**src/rtl/adsr_envelope.sv**
```systemverilog
// ADSR amplitude envelope stage.
// Scales the NCO's offset-binary samples about mid-scale by an envelope
// that is driven by the note gate. Everything advances only on sample_tick.
module adsr_envelope #(
  parameter int BIT_DEPTH = 8,
  parameter int ENV_WIDTH = 16
) (
  input  logic                 clk,
  input  logic                 rst_n,
  input  logic                 sample_tick,
  input  logic                 gate,
  input  logic [ENV_WIDTH-1:0] attack_rate,
  input  logic [ENV_WIDTH-1:0] decay_rate,
  input  logic [ENV_WIDTH-1:0] sustain_level,
  input  logic [ENV_WIDTH-1:0] release_rate,
  input  logic [BIT_DEPTH-1:0] sample_in,
  output logic [BIT_DEPTH-1:0] sample_out,
  output logic                 sample_valid,
  output logic [ENV_WIDTH-1:0] env_level,
  output logic [2:0]           env_state
);

  localparam logic [2:0] ST_IDLE    = 3'd0;
  localparam logic [2:0] ST_ATTACK  = 3'd1;
  localparam logic [2:0] ST_DECAY   = 3'd2;
  localparam logic [2:0] ST_SUSTAIN = 3'd3;
  localparam logic [2:0] ST_RELEASE = 3'd4;

  localparam int PROD_W = BIT_DEPTH + 1 + ENV_WIDTH + 1;
  localparam logic [BIT_DEPTH-1:0] HALF    = {1'b1, {(BIT_DEPTH-1){1'b0}}};
  localparam logic [ENV_WIDTH-1:0] ENV_MAX = '1;

  logic signed [BIT_DEPTH:0]   centred;
  logic signed [ENV_WIDTH:0]   env_signed;
  logic signed [PROD_W-1:0]    product;
  logic        [BIT_DEPTH-1:0] out_next;

  logic [ENV_WIDTH:0]   att_sum;
  logic [ENV_WIDTH:0]   dec_diff;
  logic [ENV_WIDTH:0]   rel_diff;
  logic [ENV_WIDTH-1:0] env_next;
  logic [2:0]           state_next;

  // Output path: signed sample times current envelope, floor-shifted back to offset binary
  always_comb begin
    centred    = $signed({1'b0, sample_in}) - $signed({1'b0, HALF});
    env_signed = $signed({1'b0, env_level});
    product    = PROD_W'(centred) * PROD_W'(env_signed);
    out_next   = BIT_DEPTH'(product >>> ENV_WIDTH) + HALF;
  end

  // Envelope next state: gate events win over rate steps; rate 0 completes the phase at once
  always_comb begin
    att_sum    = {1'b0, env_level} + {1'b0, attack_rate};
    dec_diff   = {1'b0, env_level} - {1'b0, decay_rate};
    rel_diff   = {1'b0, env_level} - {1'b0, release_rate};
    env_next   = env_level;
    state_next = env_state;
    case (env_state)
      ST_IDLE: begin
        env_next = '0;
        if (gate) state_next = ST_ATTACK;
      end
      ST_ATTACK: begin
        if (!gate) begin
          state_next = ST_RELEASE;
        end else if (attack_rate == '0 || att_sum[ENV_WIDTH] ||
                     att_sum[ENV_WIDTH-1:0] == ENV_MAX) begin
          env_next   = ENV_MAX;
          state_next = ST_DECAY;
        end else begin
          env_next = att_sum[ENV_WIDTH-1:0];
        end
      end
      ST_DECAY: begin
        // A borrow or a result at/below sustain both land on sustain, which also
        // covers sustain being raised above the current level mid-decay.
        if (!gate) begin
          state_next = ST_RELEASE;
        end else if (decay_rate == '0 || dec_diff[ENV_WIDTH] ||
                     dec_diff[ENV_WIDTH-1:0] <= sustain_level) begin
          env_next   = sustain_level;
          state_next = ST_SUSTAIN;
        end else begin
          env_next = dec_diff[ENV_WIDTH-1:0];
        end
      end
      ST_SUSTAIN: begin
        if (!gate) state_next = ST_RELEASE;
        else       env_next   = sustain_level;
      end
      ST_RELEASE: begin
        if (gate) begin
          state_next = ST_ATTACK;
        end else if (release_rate == '0 || rel_diff[ENV_WIDTH] ||
                     rel_diff[ENV_WIDTH-1:0] == '0) begin
          env_next   = '0;
          state_next = ST_IDLE;
        end else begin
          env_next = rel_diff[ENV_WIDTH-1:0];
        end
      end
      default: begin
        env_next   = '0;
        state_next = ST_IDLE;
      end
    endcase
  end

  // Registers advance only on sample_tick; sample_valid mirrors the tick one clock later
  always_ff @(posedge clk or negedge rst_n) begin
    if (!rst_n) begin
      env_state    <= ST_IDLE;
      env_level    <= '0;
      sample_out   <= HALF;
      sample_valid <= 1'b0;
    end else begin
      sample_valid <= sample_tick;
      if (sample_tick) begin
        env_state  <= state_next;
        env_level  <= env_next;
        sample_out <= out_next;
      end
    end
  end

endmodule

```
**config.mk**
```make
export PLATFORM = sky130hd
export DESIGN_NAME = adsr_envelope
export DESIGN_NICKNAME = d
export VERILOG_FILES = /design/src/rtl/adsr_envelope.sv
export SDC_FILE = /design/constraint.sdc
export NUM_CORES = 1
export LEC_CHECK = 0
export ABC_AREA = 0
export ABC_CLOCK_PERIOD_IN_PS = 10910
export CAP_MARGIN = 5
export CORE_MARGIN = 3
export CORE_UTILIZATION = 50
export DETAILED_ROUTE_END_ITERATION = 16
export GPL_ROUTABILITY_DRIVEN = 1
export PLACE_DENSITY = 0.72
export SKIP_LAST_GASP = 1
export SLEW_MARGIN = 20
export SYNTH_ARGS = -nofsm -noshare
export SYNTH_HDL_FRONTEND = slang
export SYNTH_SLANG_ARGS = --single-unit
```
**constraint.sdc**
```tcl
create_clock -name clk -period 10.91 [get_ports clk]
set_input_delay 2.182 -clock clk [delete_from_list [all_inputs] [get_ports clk]]
set_output_delay 2.182 -clock clk [all_outputs]
set_load 0.05 [all_outputs]
```
==> run metrics <==
initial antenna violation count=0; Min-Delay Path Class=flop to flop; minimum clock period=8.11 ns; Worst Tran Pin Value=1.09 ns; kind of critical path=input port to flop; Worst Hold Path EP=sample_out[6]$_DFFE_PN0P_; largest area contributor in the netlist=fa_1; Slew Viols, Final=0; # setup viols final=0; wire length per cell=18.1 um; Root Driver=clkbuf_16; chip height=136 um; RR Endpoint=sample_out[7]$_DFFE_PN1P_; Yosys top cell area share=0.238; CTS max path bufs=2; reg2reg start=env_level[4]$_DFFE_PN0P_; Async S/R FF share, synth=1.00; Total Negative Setup Slacks=0 ns; number of hold buffers added after cts=0; #FFs+latches synth=28; fin area=9770 sq um; ANT nets after route=0; initial core utilization=0.523; die area=18600 sq um; clock latency on the worst-skew pair=0.28 ns; EDFF count, synth=0; grt total ovfl=0; 1st-pass router iterations=5; Post-Synthesis Cell Area=8480 sq um; WHS Path Cells=1; Pwr per Cell Area=311 nW/um^2; Distinct cells, synth=70; number of port buffers=103; status=finished clean; Worst EP arrival=8.32 ns; Critical Path Source Type=input port; Final Wtd Congestion=0.924; CTS tree=done; Final Cycle Share=0.743; antenna cells=0; Post-Route WL=23300 um; Max H-tree Level=1; worst-path fanout max=15; register area share after synthesis=0.0828; RSZ-0062 raised after global routing=no; Post-DP HPWL=19100 um; # IOs=104; DIE WIDTH=136 um; yosys warns=0; Fillers=1486; Fin. Hold Viols=0; ys flop type=dfrtp_1; syn_nets=1296; Worst setup EP type=flop; share of cells above drive strength 1=0.0308; number of global-route vias before repair=7237; post-CTS resize count=0; ranking of synthesized cells by area=fa_1 (24%), ha_1 (18%), dfrtp_1 (8.0%); FP Rows=46; DRT iter0 DRCs=579; Slew headroom=0.269; Placed Area=9660 sq um; Layout area overhead=15.2%; VDD IR-drop max=284 uV; floorplan core area=16200 sq um; skew final=0.00654 ns; GRT Total Usage=0.255; vias per cell=5.84; Total Nets Final=1370; Max Clock Freq=123 MHz; Syn Area/Cell=8.48 sq um; first-pass GRT wire length=37700 um; total number of vias=7529; hold path start=sample_out[6]$_DFFE_PN0P_; Clock transition at path regs=0.08 ns; worst reg2reg setup slack=4.86 ns; Post-CTS Repair Setup Buffers=0; Gate Count Post-Synth=1000; R2R depth=19; DRC viols=0; data required time of the worst path=11.12 ns; Sinks on Clock Net=28; cts bufs inserted=3; Leak=4.72 nW; largest net degree at the start of global routing=34; maxcap violations=0
layer usage:
layer	share of wire	vias to the layer above	global-route usage
met5	0	-	0
met4	0.0079	0	0.0286
met3	0.060	15	0.0278
met2	0.45	240	0.407
met1	0.48	3672	0.387
li1	-	3602	-
logic make-up (layout without fill, tap and decap cells):
logic type / count (synthesis) / after routing / synth area share
adder cells (fa/ha/maj): 220 / 220 / 0.414
buffers and inverters: 168 / 241 / 0.0751
AO/OA/AOI/OAI: 213 / 213 / 0.176
AND/OR/NAND/NOR: 315 / 315 / 0.192
flip-flops: 28 / 28 / 0.0828
multiplexers: 8 / 8 / 0.0105
XOR/XNOR: 48 / 48 / 0.0496
registers in the layout, summed over array words and instances (netlist names):
register / flops
sample_out: 8
env_level: 16
env_state: 3
sample_valid: 1
where the power goes:
part	internal [W]	switching, W	total (W)
sequential	0.000151	0.000140	0.000291
combinational	0.00115	0.00148	0.00263
clock	0.0000734	0.0000430	0.000116
layout make-up:
| cell class | count | area, sq um | area share |
|---|---|---|---|
| clock buffer | 3 | 75.1 | 0.00769 |
| clock inverter | 1 | 30.0 | 0.00307 |
| sequential | 28 | 702 | 0.0719 |
| inverter | 132 | 495 | 0.0507 |
| timing repair buffer | 105 | 1050 | 0.107 |
| tap | 216 | 270 | 0.0277 |
| multi-input combinational | 804 | 7150 | 0.732 |
worst max-delay path by stage:
stage / slack (ns) / cells past startpoint / from / end
floorplan: 3.72 / 20 / sample_in[0] / sample_out[7]$_DFFE_PN1P_
finish: 2.80 / 20 / sample_in[0] / sample_out[7]$_DFFE_PN1P_
CTS: 2.85 / 20 / sample_in[0] / sample_out[7]$_DFFE_PN1P_
global placement: 2.65 / 20 / sample_in[0] / sample_out[7]$_DFFE_PN1P_
global route: 2.48 / 20 / sample_in[1] / sample_out[7]$_DFFE_PN1P_
detailed placement: 2.58 / 20 / sample_in[0] / sample_out[7]$_DFFE_PN1P_
synthesized netlist by cell type (7+ instances only):
library cell and n:
nor2b_1 21, inv_1 131, o21a_1 11, nor4_1 18, o21ai_0 36, nor2_1 47, dfrtp_1 27, nor3_1 14
o211ai_1 10, xor2_1 15, a21o_1 14, nand2b_1 12, a222oi_1 8, a21oi_1 48, o21bai_1 10, nand3_1 15
mux2_2 7, fa_1 101, nand4_1 15, a211oi_1 11, and2_1 61, clkbuf_1 31, ha_1 119, xnor2_1 33
a31oi_1 9, nand2_1 87
worst max-delay path, cell delays in order:
cell	delay (ns)
clkdlybuf4s50_1	0.87
nand2_1	0.18
fa_1	0.56
inv_1	0.05
fa_1	0.47
fa_1	0.53
fa_1	0.55
inv_1	0.05
fa_1	0.50
inv_1	0.04
ha_1	0.29
nand2_1	0.08
nor3_1	0.06
nand3_1	0.08
nand4_1	0.22
a221oi_1	0.66
o21ai_0	0.19
o41a_1	0.35
xnor2_1	0.13
mux2_2	0.26
layout by cell type (no fill, tap or decap), types with 3 or more instances in the layout:
cell type	count
inv_1	131
ha_1	119
clkdlybuf4s50_1	103
fa_1	101
nand2_1	87
and2_1	61
a21oi_1	48
nor2_1	47
o21ai_0	36
xnor2_1	33
dfrtp_1	27
nor2b_1	21
nor4_1	17
xor2_1	15
nand3_1	15
nand4_1	15
a21o_1	14
nor3_1	14
nand2b_1	12
o21a_1	11
a211oi_1	11
o211ai_1	10
o21bai_1	10
a31oi_1	9
a222oi_1	8
mux2_2	7
a221oi_1	6
or2_2	5
a211o_1	5
and3_1	5
o31ai_1	4
or3_1	4
o21ai_1	4
and4_1	4
o31a_1	3
clkbuf_16	3
stage by stage:
stage / setup WS (ns) / total power [W] / cells / util / hold slack, ns
after global routing: 2.48 / 0.00341 / 1289 / 0.602 / 0.527
after CTS: 2.85 / 0.00305 / 1289 / 0.602 / 0.519
after detailed placement: 2.58 / 0.00291 / 1285 / 0.595 / 0.499
after floorplan: 3.72 / 0.00225 / 1000 / - / 0.727
after global placement: 2.65 / 0.00286 / 1285 / 0.595 / 0.495
final: 2.80 / 0.00303 / 1289 / 0.602 / 0.514
Power figures use the tool's default switching activity.
==> RTL edit 1 (same settings) <==
Change the parameter `ENV_WIDTH` from 16 to 18.
--- a/src/rtl/adsr_envelope.sv
+++ b/src/rtl/adsr_envelope.sv
@@ -5,3 +5,3 @@
   parameter int BIT_DEPTH = 8,
-  parameter int ENV_WIDTH = 16
+  parameter int ENV_WIDTH = 18
 ) (
Ports: changed (5 resized); port bits go from 104 to 114. The function was not compared with the original's and may differ.
==> RTL edit 1 against the unedited design <==
Final area grew 15%; total power shrank 1.1%; critical path type unchanged; routed wire length rose by 21%; worst setup slack worse by 0.066 ns; synthesized cell count grew 16%; critical path depth is 1 higher; clock skew is 0.0050 ns lower; sequential cell count grew 2; register-to-register slack worse by 0.07 ns; synthesized area grew 15%.
==> RTL edit 1: results (changes against the unedited design) <==
final_layout:
  buf_share_pct: 10.60  # -0.11 points
  n_clock_buffer: 6  # +3
  non_clock_inverter_count: 151  # +14%
  seq_area_share_pct: 6.690  # -0.50 points
  area_of_combinational_cells_with_multiple_inputs_um2: 8253  # +15%
  fillCellCount: 1671  # +12%
  final.signal_buffer_count: 121  # +15%
  clock_cell_area_share_pct: 1.347  # +0.27 points
  fraction_of_layout_cells_with_a_size_suffix_above_1_pct: 4.520  # +1.4 points
global_route:
  global_route.usage.met3_pct: 5.107  # +2.3 points
  maximum_number_of_pins_on_one_net_before_global_route_repair: 38  # +12%
  gr-usage-met2_pct: 42.37  # +1.7 points
  first_global_vias: 8779  # +21%
  groute.layer.met1.usage_pct: 38.42  # -0.29 points
  grt_usage_pct: 26.84  # +1.3 points
setup_path:
  ff2ff_path_depth: 20  # +1
  critical_path.startpoint: "sample_in[2]"
  cp_data_arrival_time_ns: 8.39  # +0.07 ns
  timing.critical_path.slowest_cell_delay_ns: 1.00  # +0.13 ns
  worstPathMaxFanout: 18  # +3
  crit_reg_reg_startpoint: "env_level[8]$_DFFE_PN0P_"
place:
  dp_hpwl_mm: 22.51  # +18%
  place_worst_setup_slack_ns: 2.468  # -0.1088 ns
  placed_area_um2: 11090  # +15%
clock_tree:
  clock_transition_at_the_registers_of_the_reported_paths_ns: 0.05  # -0.03 ns
  cts_htree_levels: 2  # +1
timing:
  timing.max_slew.rel_slack_pct: 25.56  # -1.3 points
logic_synthesis:
  most_frequent_cells_after_synthesis: "sky130_fd_sc_hd__inv_1, sky130_fd_sc_hd__ha_1, sky130_fd_sc_hd__fa_1, sky130_fd_sc_hd__nand2_1, sky130_fd_sc_hd__and2_1"
  synth_sequential_area_ratio_pct: 7.714  # -0.56 points
  post_synth_main_area_contributors: "sky130_fd_sc_hd__fa_1, sky130_fd_sc_hd__ha_1, sky130_fd_sc_hd__dfrtp_1, sky130_fd_sc_hd__inv_1, sky130_fd_sc_hd__and2_1"
  synth.distinct_cells: 77  # +10%
min_path:
  min_from: "sample_out[0]$_DFFE_PN0P_"
detailed_routing:
  routed-wl-met3_mm: 2.120  # +51%
  route.detailed.vias_per_inst: 5.893  # +0.90%
  detail_route.iter0.violations: 660  # +14%
outcome:
  outcome: "complete, no violations"
power:
  max-vdd-ir-drop_uv: 222.0  # -22%
RTL edit 1: report_power, final:
part | switching [W] | internal (W)
Clock | 0.0000564 | 0.0000903
Sequential | 0.000130 | 0.000159
Combinational | 0.00144 | 0.00112
RTL edit 1: stage by stage:
stage / instances / total power, W
5_1_grt: 1499 / 0.003380
3_3_place_gp: 1491 / 0.002785
3_5_place_dp: 1491 / 0.002830
2_1_floorplan: 1156 / 0.002160
6_report: 1499 / 0.003001
4_1_cts: 1499 / 0.003007
RTL edit 1: kinds of logic (layout without fill, tap and decap cells):
| logic type | Yosys count | count (layout) | synth area share (%) |
|---|---|---|---|
| and+or+nand+nor | 372 | 372 | 19.63 |
| adders and majority gates | 246 | 246 | 40.43 |
| AOI/OAI and AO/OA | 231 | 231 | 16.88 |
| buffers and inverters | 197 | 280 | 7.624 |
| xor gates and xnor gates | 55 | 55 | 4.942 |
| DFF | 30 | 30 | 7.714 |
| muxes | 25 | 25 | 2.785 |
==> RTL edit 2 (same settings) <==
Without the edit above. Put one more register stage on the output `env_level`, without a reset. The value now appears one clock later. The other outputs are not delayed to match.
--- a/src/rtl/adsr_envelope.sv
+++ b/src/rtl/adsr_envelope.sv
@@ -32,2 +32,4 @@
 
+  logic [ENV_WIDTH-1:0] env_level_s0;
+
   logic signed [BIT_DEPTH:0]   centred;
@@ -46,3 +48,3 @@
     centred    = $signed({1'b0, sample_in}) - $signed({1'b0, HALF});
-    env_signed = $signed({1'b0, env_level});
+    env_signed = $signed({1'b0, env_level_s0});
     product    = PROD_W'(centred) * PROD_W'(env_signed);
@@ -53,6 +55,6 @@
   always_comb begin
-    att_sum    = {1'b0, env_level} + {1'b0, attack_rate};
-    dec_diff   = {1'b0, env_level} - {1'b0, decay_rate};
-    rel_diff   = {1'b0, env_level} - {1'b0, release_rate};
-    env_next   = env_level;
+    att_sum    = {1'b0, env_level_s0} + {1'b0, attack_rate};
+    dec_diff   = {1'b0, env_level_s0} - {1'b0, decay_rate};
+    rel_diff   = {1'b0, env_level_s0} - {1'b0, release_rate};
+    env_next   = env_level_s0;
     state_next = env_state;
@@ -113,3 +115,3 @@
       env_state    <= ST_IDLE;
-      env_level    <= '0;
+      env_level_s0 <= '0;
       sample_out   <= HALF;
@@ -120,3 +122,3 @@
         env_state  <= state_next;
-        env_level  <= env_next;
+        env_level_s0 <= env_next;
         sample_out <= out_next;
@@ -126,2 +128,6 @@
 
+  always_ff @(posedge clk) begin
+    env_level <= env_level_s0;
+  end
+
 endmodule
Check against the original RTL: not equivalent (Yosys sat finds a counterexample within 4 cycles, from zero or initial values and one cycle with rst_n low).
==> RTL edit 2 against the unedited design <==
Worst setup slack lost 0.35 ns; synthesized area rose by 5.6%; combinational power increased by 3%; routed wire length increased by 4.6%; global-route usage is 0.12 points lower; sequential cell count grew 16; total power grew 9.2%; final area rose by 5.5%; count of clock-buffer cells in the layout rose by 2; sequential power grew 40%; synthesized cell count increased by 4.2%.
==> RTL edit 2: results (changes against the unedited design) <==
logic_synthesis:
  ys_seq_elements: 44  # +57%
  postSynthNetCount: 1338  # +3.2%
  post_synth_main_area_contributors: "sky130_fd_sc_hd__fa_1, sky130_fd_sc_hd__ha_1, sky130_fd_sc_hd__dfrtp_1, sky130_fd_sc_hd__inv_1, sky130_fd_sc_hd__and2_1"
  most_frequent_cells_after_synthesis: "sky130_fd_sc_hd__inv_1, sky130_fd_sc_hd__ha_1, sky130_fd_sc_hd__fa_1, sky130_fd_sc_hd__nand2_1, sky130_fd_sc_hd__and2_1"
  synth_sequential_area_ratio_pct: 11.41  # +3.1 points
  synth.distinct_cells: 73  # +4.3%
  synthCells: 1042  # +4.2%
  cell_area_synth_um2: 8959  # +5.6%
  ys_async_sr_fraction_pct: 63.64  # -36 points
global_route:
  grt_first_pass_wirelength_mm: 40.29  # +6.8%
  grt_usage_pct: 25.43  # -0.12 points
  first_global_vias: 7777  # +7.5%
detailed_routing:
  routed_wirelength_mm: 24.37  # +4.6%
  wl_met1_mm: 10.84  # -3.7%
  routed-wl-met3_mm: 1.793  # +28%
  route.detailed.vias_per_inst: 5.825  # -0.27%
  detail_route.iter0.violations: 521  # -10%
power:
  total_switching_power_w: 0.001766  # +6.1%
  logic_power_comb_w: 0.00272  # +3%
  p_leak_nw: 5.178  # +9.6%
  power_frac_comb_pct: 82.2  # -4.4 points
  clk-power_w: 0.000183  # +58%
  max-vdd-ir-drop_uv: 173.2  # -39%
final_layout:
  biggestRegsByFlops: "env_level (16), env_level_s0 (16), sample_out (8)"
  multiInputCombCellCount: 823  # +2.4%
  seq_area_share_pct: 9.917  # +2.7 points
  net_count_reported_at_finish: 1414  # +3.2%
  non_clock_inverter_count: 137  # +3.8%
  fillCellCount: 1591  # +7.1%
  area_of_combinational_cells_with_multiple_inputs_um2: 7262  # +1.6%
  fraction_of_layout_cells_with_a_size_suffix_above_1_pct: 3.217  # +0.14 points
place:
  dp_hpwl_mm: 19.01  # -0.67%
  place_congestion: 0.8858  # -4.2%
  place_worst_setup_slack_ns: 1.779  # -0.7983 ns
timing:
  measured_slew_at_the_worst_slew_check_pin_ns: 1.009  # -0.08213 ns
  finalClockSkew_ns: 0.01684  # +0.01030 ns
outcome:
  outcome: "complete, no violations"
clock_tree:
  cts_htree_levels: 2  # +1
  cts_made_buffers: 5  # +2
RTL edit 2: cell count changes in the layout (fill, tap and decap cells not counted), sizes merged, moves of 7 or more:
cell / unedited run / this run
inv: 131 / 138
a222oi: 8 / 0
dfxtp: 0 / 16
mux2i: 1 / 14
nand2: 87 / 75
a21oi: 48 / 55
o21a: 11 / 20
nor2: 47 / 63
o21bai: 10 / 1
RTL edit 2: worst paths after layout:
kind / startpoint / end / slack (ns) / cells after the start
max in group asynchronous: rst_n / sample_out[7]$_DFFE_PN1P_ / 8.31 / 2
worst min register to register: sample_out[1]$_DFFE_PN0P_ / sample_out[1]$_DFFE_PN0P_ / 0.48 / 1
worst min-delay path: sample_out[1]$_DFFE_PN0P_ / sample_out[1]$_DFFE_PN0P_ / 0.48 / 1
worst max-delay path: sample_in[0] / sample_out[7]$_DFFE_PN1P_ / 2.45 / 20
min in group asynchronous: rst_n / sample_out[1]$_DFFE_PN0P_ / 2.27 / 2
worst max register to register: env_level_s0[5]$_DFFE_PN0P_ / sample_out[7]$_DFFE_PN1P_ / 4.42 / 19
RTL edit 2: routing by layer:
metal	track usage, %	vias up
met5	0	-
met1	35.69	3824
met3	4.983	24
met2	41.40	259
li1	-	3722
met4	4.691	0
RTL edit 2: logic make-up (layout without fill, tap and decap cells):
| kind of cell | count (synthesis) | after routing | share of synthesized area, % |
|---|---|---|---|
| compound gates | 217 | 217 | 16.61 |
| fa+ha+maj | 220 | 220 | 39.19 |
| simple gates | 323 | 323 | 18.74 |
| xor+xnor | 43 | 43 | 4.204 |
| mux | 20 | 20 | 2.318 |
| flops | 44 | 44 | 11.41 |
| buf+inv | 175 | 252 | 7.528 |
